===== config.mk =====
export PLATFORM = sky130hd
export DESIGN_NAME = parity_frame_controller
export DESIGN_NICKNAME = d
export VERILOG_FILES = /design/src/rtl/parity_frame_controller.sv
export SDC_FILE = /design/constraint.sdc
export NUM_CORES = 1
export LEC_CHECK = 0
export CAP_MARGIN = 20
export CORE_ASPECT_RATIO = 0.75
export CORE_MARGIN = 5
export CORE_UTILIZATION = 30
export CTS_CLUSTER_SIZE = 10
export DETAILED_ROUTE_END_ITERATION = 12
export GPL_TIMING_DRIVEN = 0
export MAX_ROUTING_LAYER = met4
export PLACE_DENSITY_LB_ADDON = 0.1
export SETUP_SLACK_MARGIN = 0.3
export SKIP_LAST_GASP = 1
export SLEW_MARGIN = 20
export SYNTH_ARGS = -nofsm -noshare
export SYNTH_HDL_FRONTEND = slang
export SYNTH_SLANG_ARGS = --single-unit

===== constraint.sdc =====
create_clock -name clk -period 2.18 [get_ports clk]
set_input_delay 0.436 -clock clk [delete_from_list [all_inputs] [get_ports clk]]
set_output_delay 0.436 -clock clk [all_outputs]
set_load 0.02 [all_outputs]

===== src/rtl/parity_frame_controller.sv =====
// parity_frame_controller
// Byte-stream framer: forwards data bytes through a one-deep output register
// and appends one trailer byte {byte_count[6:0], parity} after each frame.
module parity_frame_controller #(
  parameter int unsigned FRAME_CNT_W = 16
) (
  input  logic                   clk,
  input  logic                   rst_n,
  input  logic                   odd_mode,
  input  logic                   in_valid,
  output logic                   in_ready,
  input  logic [7:0]             in_data,
  input  logic                   in_last,
  output logic                   out_valid,
  input  logic                   out_ready,
  output logic [7:0]             out_data,
  output logic                   out_last,
  output logic                   out_is_trailer,
  output logic [FRAME_CNT_W-1:0] frames_done,
  output logic                   busy
);

  typedef enum logic [1:0] {
    IDLE  = 2'd0,
    DATA  = 2'd1,
    TRAIL = 2'd2
  } state_e;

  state_e                 state_q, state_d;
  logic                   par_q, par_d;
  logic [6:0]             cnt_q, cnt_d;
  logic                   mode_q, mode_d;
  logic                   out_valid_q, out_valid_d;
  logic [7:0]             out_data_q, out_data_d;
  logic                   out_last_q, out_last_d;
  logic [FRAME_CNT_W-1:0] frames_q, frames_d;

  logic slot_free;
  logic in_fire;
  logic out_fire;
  logic byte_par;

  // Handshake qualifiers; the output slot can drain and refill in one cycle.
  always_comb begin
    slot_free = ~out_valid_q | out_ready;
    in_ready  = (state_q != TRAIL) & slot_free;
    in_fire   = in_valid & in_ready;
    out_fire  = out_valid_q & out_ready;
    byte_par  = ^in_data;
  end

  // State and datapath registers, cleared asynchronously (drops any open frame).
  always_ff @(posedge clk or negedge rst_n) begin
    if (!rst_n) begin
      state_q     <= IDLE;
      par_q       <= 1'b0;
      cnt_q       <= '0;
      mode_q      <= 1'b0;
      out_valid_q <= 1'b0;
      out_data_q  <= '0;
      out_last_q  <= 1'b0;
      frames_q    <= '0;
    end else begin
      state_q     <= state_d;
      par_q       <= par_d;
      cnt_q       <= cnt_d;
      mode_q      <= mode_d;
      out_valid_q <= out_valid_d;
      out_data_q  <= out_data_d;
      out_last_q  <= out_last_d;
      frames_q    <= frames_d;
    end
  end

  // Next-state: frame sequencing, parity/count accumulation and output-slot loading.
  always_comb begin
    state_d     = state_q;
    par_d       = par_q;
    cnt_d       = cnt_q;
    mode_d      = mode_q;
    out_valid_d = out_valid_q;
    out_data_d  = out_data_q;
    out_last_d  = out_last_q;
    frames_d    = frames_q;

    if (out_fire) begin
      out_valid_d = 1'b0;
    end

    unique case (state_q)
      IDLE: begin
        if (in_fire) begin
          // First byte of a frame: mode is captured here and held to the trailer.
          mode_d  = odd_mode;
          par_d   = byte_par;
          cnt_d   = 7'd1;
          state_d = in_last ? TRAIL : DATA;
        end
      end
      DATA: begin
        if (in_fire) begin
          par_d = par_q ^ byte_par;
          cnt_d = cnt_q + 7'd1;
          if (in_last) begin
            state_d = TRAIL;
          end
        end
      end
      TRAIL: begin
        if (slot_free) begin
          out_valid_d = 1'b1;
          out_data_d  = {cnt_q, par_q ^ mode_q};
          out_last_d  = 1'b1;
          par_d       = 1'b0;
          cnt_d       = '0;
          state_d     = IDLE;
        end
      end
      default: begin
        state_d = IDLE;
      end
    endcase

    if (in_fire) begin
      out_valid_d = 1'b1;
      out_data_d  = in_data;
      out_last_d  = 1'b0;
    end

    if (out_fire && out_last_q) begin
      frames_d = frames_q + FRAME_CNT_W'(1);
    end
  end

  // Registered outputs.
  always_comb begin
    out_valid      = out_valid_q;
    out_data       = out_data_q;
    out_last       = out_last_q;
    out_is_trailer = out_last_q;
    frames_done    = frames_q;
    busy           = (state_q != IDLE) | out_valid_q;
  end

endmodule


==> results_dict.tcl, run 1 <==
set metrics [dict create \
    routed_wl_um 4574 \
    synth_cell_types 36 \
    max_freq_mhz 552.3 \
    dieWidth_um 101.6 \
    first_iter_violations 68 \
    rr_startpoint "state_q[0]" \
    cap_violations 0 \
    avgRoutedWirePerCell_um 14.03 \
    total_power_mw 3.176 \
    grt_pass1_wl_um 7514 \
    final_util 0.4285 \
    via_per_inst 4.666 \
    peakVddDrop_v 0.0004971 \
    cp.arrival_ns 1.37 \
    place_ws_ns -0.1293 \
    criticalPathCategory "reg2out" \
    path_clk_slew_ns 0.07 \
    fin_crit_sh 0.8305 \
    power_density_nw_per_um2 1190 \
    cp_num_buf_inv 1 \
    synth_nets 211 \
    skew_ns 0.008024 \
    layout.nets 263 \
    drt.antenna.violating_nets 0 \
    htreeDepth 2 \
    fin_area_um2 2668 \
    start_util 0.3035 \
    hold_violations 0 \
    ys_seq_area_frac 0.4901 \
    drcViolationCount 0 \
    rsz0062_at_grt "false" \
    dr.pass1.iters 4 \
    root_buffer "clkbuf_8" \
    clock_sinks 37 \
    synth_top_cell_by_area "dfrtp_1" \
    area_delta_synth_final_pct 41.19 \
    track_usage 0.1235 \
    core_area_um2 6225 \
    p_leak_nw 1.152 \
    synth_top_area_share 0.4901 \
    timing.reg2reg.setup_slack_ns 0.43 \
    final_layout_size_suffix_gt1_frac 0.1714 \
    syn_inst 192 \
    fillCellCount 618 \
    hold_slack_ns 0.007759 \
    antenna_found_initial 0 \
    cts_hold_buffers 0 \
    setup_viol 0 \
    top_level_ports 43 \
    report.final.slew_viol_count 0 \
    diodes 0 \
    cts_buffers 5 \
    clkLatencyLatePin_ns 0.29 \
    min_period_ns 1.811 \
    hp-class "in2async" \
    slowest_stage "clkdlybuf4s50_1" \
    worst_pin_slew_ns 0.3517 \
    numPortBuffers 42 \
    placed_cell_area_um2 2426 \
    rows 25 \
    status "finished, final reports clean" \
    post-dp-hpwl_um 3366 \
    syn_avg_cell_area_um2 9.840 \
    crit_fanout 6 \
    path_cells "clkdlybuf4s50_1" \
    grt-ovfl-total 0 \
    syn_area_um2 1889 \
    vias 1521 \
    die_area_um2 8001 \
    grt_pass1_vias 1448 \
    tritoncts "done" \
    worst_setup_path_start_kind "register" \
    cpLargestDelayFamily "buffers and inverters" \
    regArea_um2 928.4 \
    die_h_um 78.73 \
    crit_path_max_incr_delay_ns 0.64 \
    grt_max_degree 30 \
    synth-seq-cells 37 \
    cp.required_ns 1.74 \
    multi_input_area_um2 980.9 \
    synth_warnings 0 \
    postLayoutSetupSlackWorst_ns 0.3695 \
    max_slew_margin 0.7650 \
    setup.worst_path.start "frames_done[1]" \
    clock_path_buffers 2 \
    synthTopCellsByArea "dfrtp_1 (49%), xnor2_1 (8.8%), nand2_1 (5.4%)" \
    place_congestion 0.7701 \
    fin_tns_setup_ns 0 \
    endpoint_kind "primary output" \
    finalNonFillerCells 326 \
    dp_cells 316 \
]
-- power breakdown --
part | leakage (nW) | switching [mW] | internal, mW
registers | 0.468 | 0.179 | 0.864
clock network | 0.0681 | 0.259 | 0.455
logic | 0.617 | 0.761 | 0.656
total | 1.15 | 1.20 | 1.98
-- state kept, by name, indices dropped and copies added, names as in the netlist --
signal / cells
frames_done: 16
out_data: 8
cnt_q: 7
state_q: 2
mode_q: 1
out_is_trailer: 1
out_valid: 1
par_q: 1
-- layout by cell type, fill, tap and decap left out, types with 5 or more instances in the layout --
cell type	instances
a31oi_1	9
clkbuf_8	5
clkdlybuf4s50_1	35
dfrtp_1	35
inv_1	7
nand2_1	27
nand3_1	12
nand4_1	6
nor2_1	13
o21ai_0	12
xnor2_1	19
-- routing by layer --
| metal | track usage | part of all wire |
|---|---|---|
| met3 | 0.03336 | 0.055 |
| met1 | 0.1919 | 0.55 |
| met4 | 0.03984 | 0.015 |
| met5 | - | 0 |
| met2 | 0.1508 | 0.38 |
-- final timing paths --
path                              endpoint  cells after the start
max in group asynchronous   frames_done[5]                      2
min in group clk           frames_done[15]                      1
hold / removal                  state_q[1]                      1
setup / recovery            frames_done[1]                      1
setup reg to reg                  cnt_q[5]                      8
hold reg to reg            frames_done[15]                      1
-- logic make-up after synthesis --
group | count (synthesis) | synth area share
AND/OR/NAND/NOR | 77 | 0.2133
XOR/XNOR | 23 | 0.1066
flip-flops | 37 | 0.4901
multiplexers | 3 | 0.01788
buffers and inverters | 15 | 0.03311
AO/OA/AOI/OAI | 32 | 0.1060
adder cells (fa/ha/maj) | 5 | 0.03311
-- final cells by class --
type,instances,area share
inverter,8,0.01126
multi-input combinational,140,0.3677
tap,81,0.03799
buffer,7,0.01360
clock buffer,5,0.02580
clock inverter,3,0.02439
sequential,37,0.3480
timing repair buffer,45,0.1712
-- cell usage after synthesis --
library cell	instances
a211o_1	1
a211oi_2	1
a21oi_1	2
a31oi_1	9
a32oi_1	1
and2b_1	1
and3_1	3
buf_1	1
buf_2	2
buf_4	1
clkbuf_1	3
dfrtp_1	37
ha_1	5
inv_1	8
mux2_2	3
nand2_1	27
nand2_2	1
nand2b_1	3
nand3_1	13
nand4_1	6
nand4_2	1
nor2_1	14
nor2_2	1
nor2b_4	1
nor3_1	1
nor3_2	1
nor4_1	1
nor4_2	1
nor4_4	1
o21ai_0	13
o22ai_1	1
o31ai_1	2
o41ai_1	2
or4_1	1
xnor2_1	19
xor2_1	4
-- repair_timing --
item,4_1_cts,5_1_grt
pin swaps,0,5
setup buffers,0,2
gates resized for setup,6,28
endpoints found under the setup margin,12,24
gates cloned,0,0
(Power assumes the default switching activity.)
==> run 2: changes to the inputs <==
- clock period: 2.18 -> 1.8 ns (I/O delays scaled with it)
==> results_dict.tcl, run 2 (synthesized netlist as in run 1, its figures left out) <==
set metrics [dict create \
    grt_max_degree 28 \
    tritoncts "done" \
    numPortBuffers 42 \
    antenna_found_initial 0 \
    path_clk_slew_ns 0.08 \
    grt_pass1_vias 1562 \
    layout.nets 290 \
    clock_path_buffers 2 \
    area_delta_synth_final_pct 63.91 \
    path_cells "inv_2, buf_12, ha_4, inv_4, nor3_4, o22ai_4, or4_4, nand3_2" \
    fillCellCount 603 \
    htreeDepth 2 \
    post-dp-hpwl_um 3433 \
    cap_violations 0 \
    first_iter_violations 41 \
    cp.required_ns 2.03 \
    endpoint_kind "register" \
    routed_wl_um 4913 \
    clkLatencyLatePin_ns 0.29 \
    grt_pass1_wl_um 8100 \
    hold_slack_ns 0.4712 \
    place_congestion 0.7378 \
    grt-ovfl-total 0 \
    setup_viol 0 \
    vias 1633 \
    root_buffer "clkbuf_8" \
    via_per_inst 4.626 \
    min_period_ns 1.718 \
    power_density_nw_per_um2 1474 \
    layout_common_cells "dfrtp_1 (27), dlygate4sd2_1 (27), nand2_1 (26)" \
    rows 25 \
    worst_pin_slew_ns 0.3537 \
    cts_buffers 5 \
    cpLargestDelayFamily "simple AND/OR/NAND/NOR gates" \
    crit_fanout 5 \
    dp_cells 316 \
    worst_setup_path_start_kind "register" \
    report.final.slew_viol_count 0 \
    hold_violations 0 \
    setup.worst_path.start "state_q[0]" \
    fin_crit_sh 0.9542 \
    clock_sinks 37 \
    dr.pass1.iters 4 \
    crit_path_max_incr_delay_ns 0.42 \
    max_slew_margin 0.7642 \
    skew_ns 0.005058 \
    cp_num_buf_inv 3 \
    max_freq_mhz 582.2 \
    final_layout_size_suffix_gt1_frac 0.3713 \
    rr_startpoint "state_q[0]" \
    diodes 0 \
    rsz0062_at_grt "true" \
    largest_reg_flops 16 \
    track_usage 0.1322 \
    die_h_um 78.73 \
    finalNonFillerCells 353 \
    hp-class "in2async" \
    die_area_um2 8001 \
    peakVddDrop_v 0.0007819 \
    core_area_um2 6225 \
    slowest_stage "or4_4" \
    p_leak_nw 1.405 \
    dieWidth_um 101.6 \
    criticalPathCategory "reg2reg" \
    drt.antenna.violating_nets 0 \
    cp.arrival_ns 1.95 \
    top_level_ports 43 \
    final_util 0.4975 \
    drcViolationCount 0 \
    status "finished, final reports clean" \
    start_util 0.3035 \
    avgRoutedWirePerCell_um 13.92 \
]
==> run 2: final cells by class <==
type	instances	area, um^2	share of cell area
inverters	8	35.03	0.01131
multi-input cells	140	1130	0.3648
repair buffers	72	693.2	0.2238
clock buffers	5	68.82	0.02222
flip-flops and latches	37	938.4	0.3030
well taps	81	101.3	0.03273
clock inverters	3	68.82	0.02222
plain buffers	7	61.31	0.01980
==> run 2: final timing paths <==
kind	cells after the start	end	slack [ns]
min in group clk	1	frames_done[15]	0.47
max reg2reg	8	cnt_q[4]	0.08
max	8	cnt_q[4]	0.08
min reg2reg	1	frames_done[15]	0.47
max in group asynchronous	3	state_q[1]	0.88
min	2	frames_done[13]	0.47
==> run 2: through the flow <==
| step | setup slack (ns) | area [um^2] | TNS (ns) | power [mW] |
|---|---|---|---|---|
| global route | -0.01235 | 3097 | -0.01235 | 4.860 |
| global placement | -0.7546 | 2509 | -27.85 | 2.999 |
| finish | 0.08247 | 3097 | 0 | 4.563 |
| detailed placement | -0.3140 | 2524 | -3.900 | 3.003 |
| CTS | 0.07754 | 2855 | 0 | 4.213 |
| floorplan | 0.2593 | 1987 | 0 | 2.343 |
==> run 2: power breakdown <==
group	switching (mW)	leakage, nW	total, mW	internal, mW
clock network	0.323	0.0687	0.881	0.558
logic	1.19	0.879	2.40	1.21
registers	0.225	0.457	1.28	1.06
total	1.73	1.41	4.56	2.83
==> run 2: timing repair <==
action	4_1_cts	5_1_grt
resized for setup	63	31
endpoints found under the hold margin	10	0
hold buffers	1	0
cloned	1	1
setup endpoints to repair	54	26
pin swaps	12	10
setup buffers	12	14
==> run 2: per-layer routing <==
metal  routed length, um  track usage  vias up
met5                   0            -        -
met4                  29      0.02789        0
met3                 212      0.02985        4
met2                2253       0.1886       27
met1                2419       0.1921      775
li1                    -            -      827
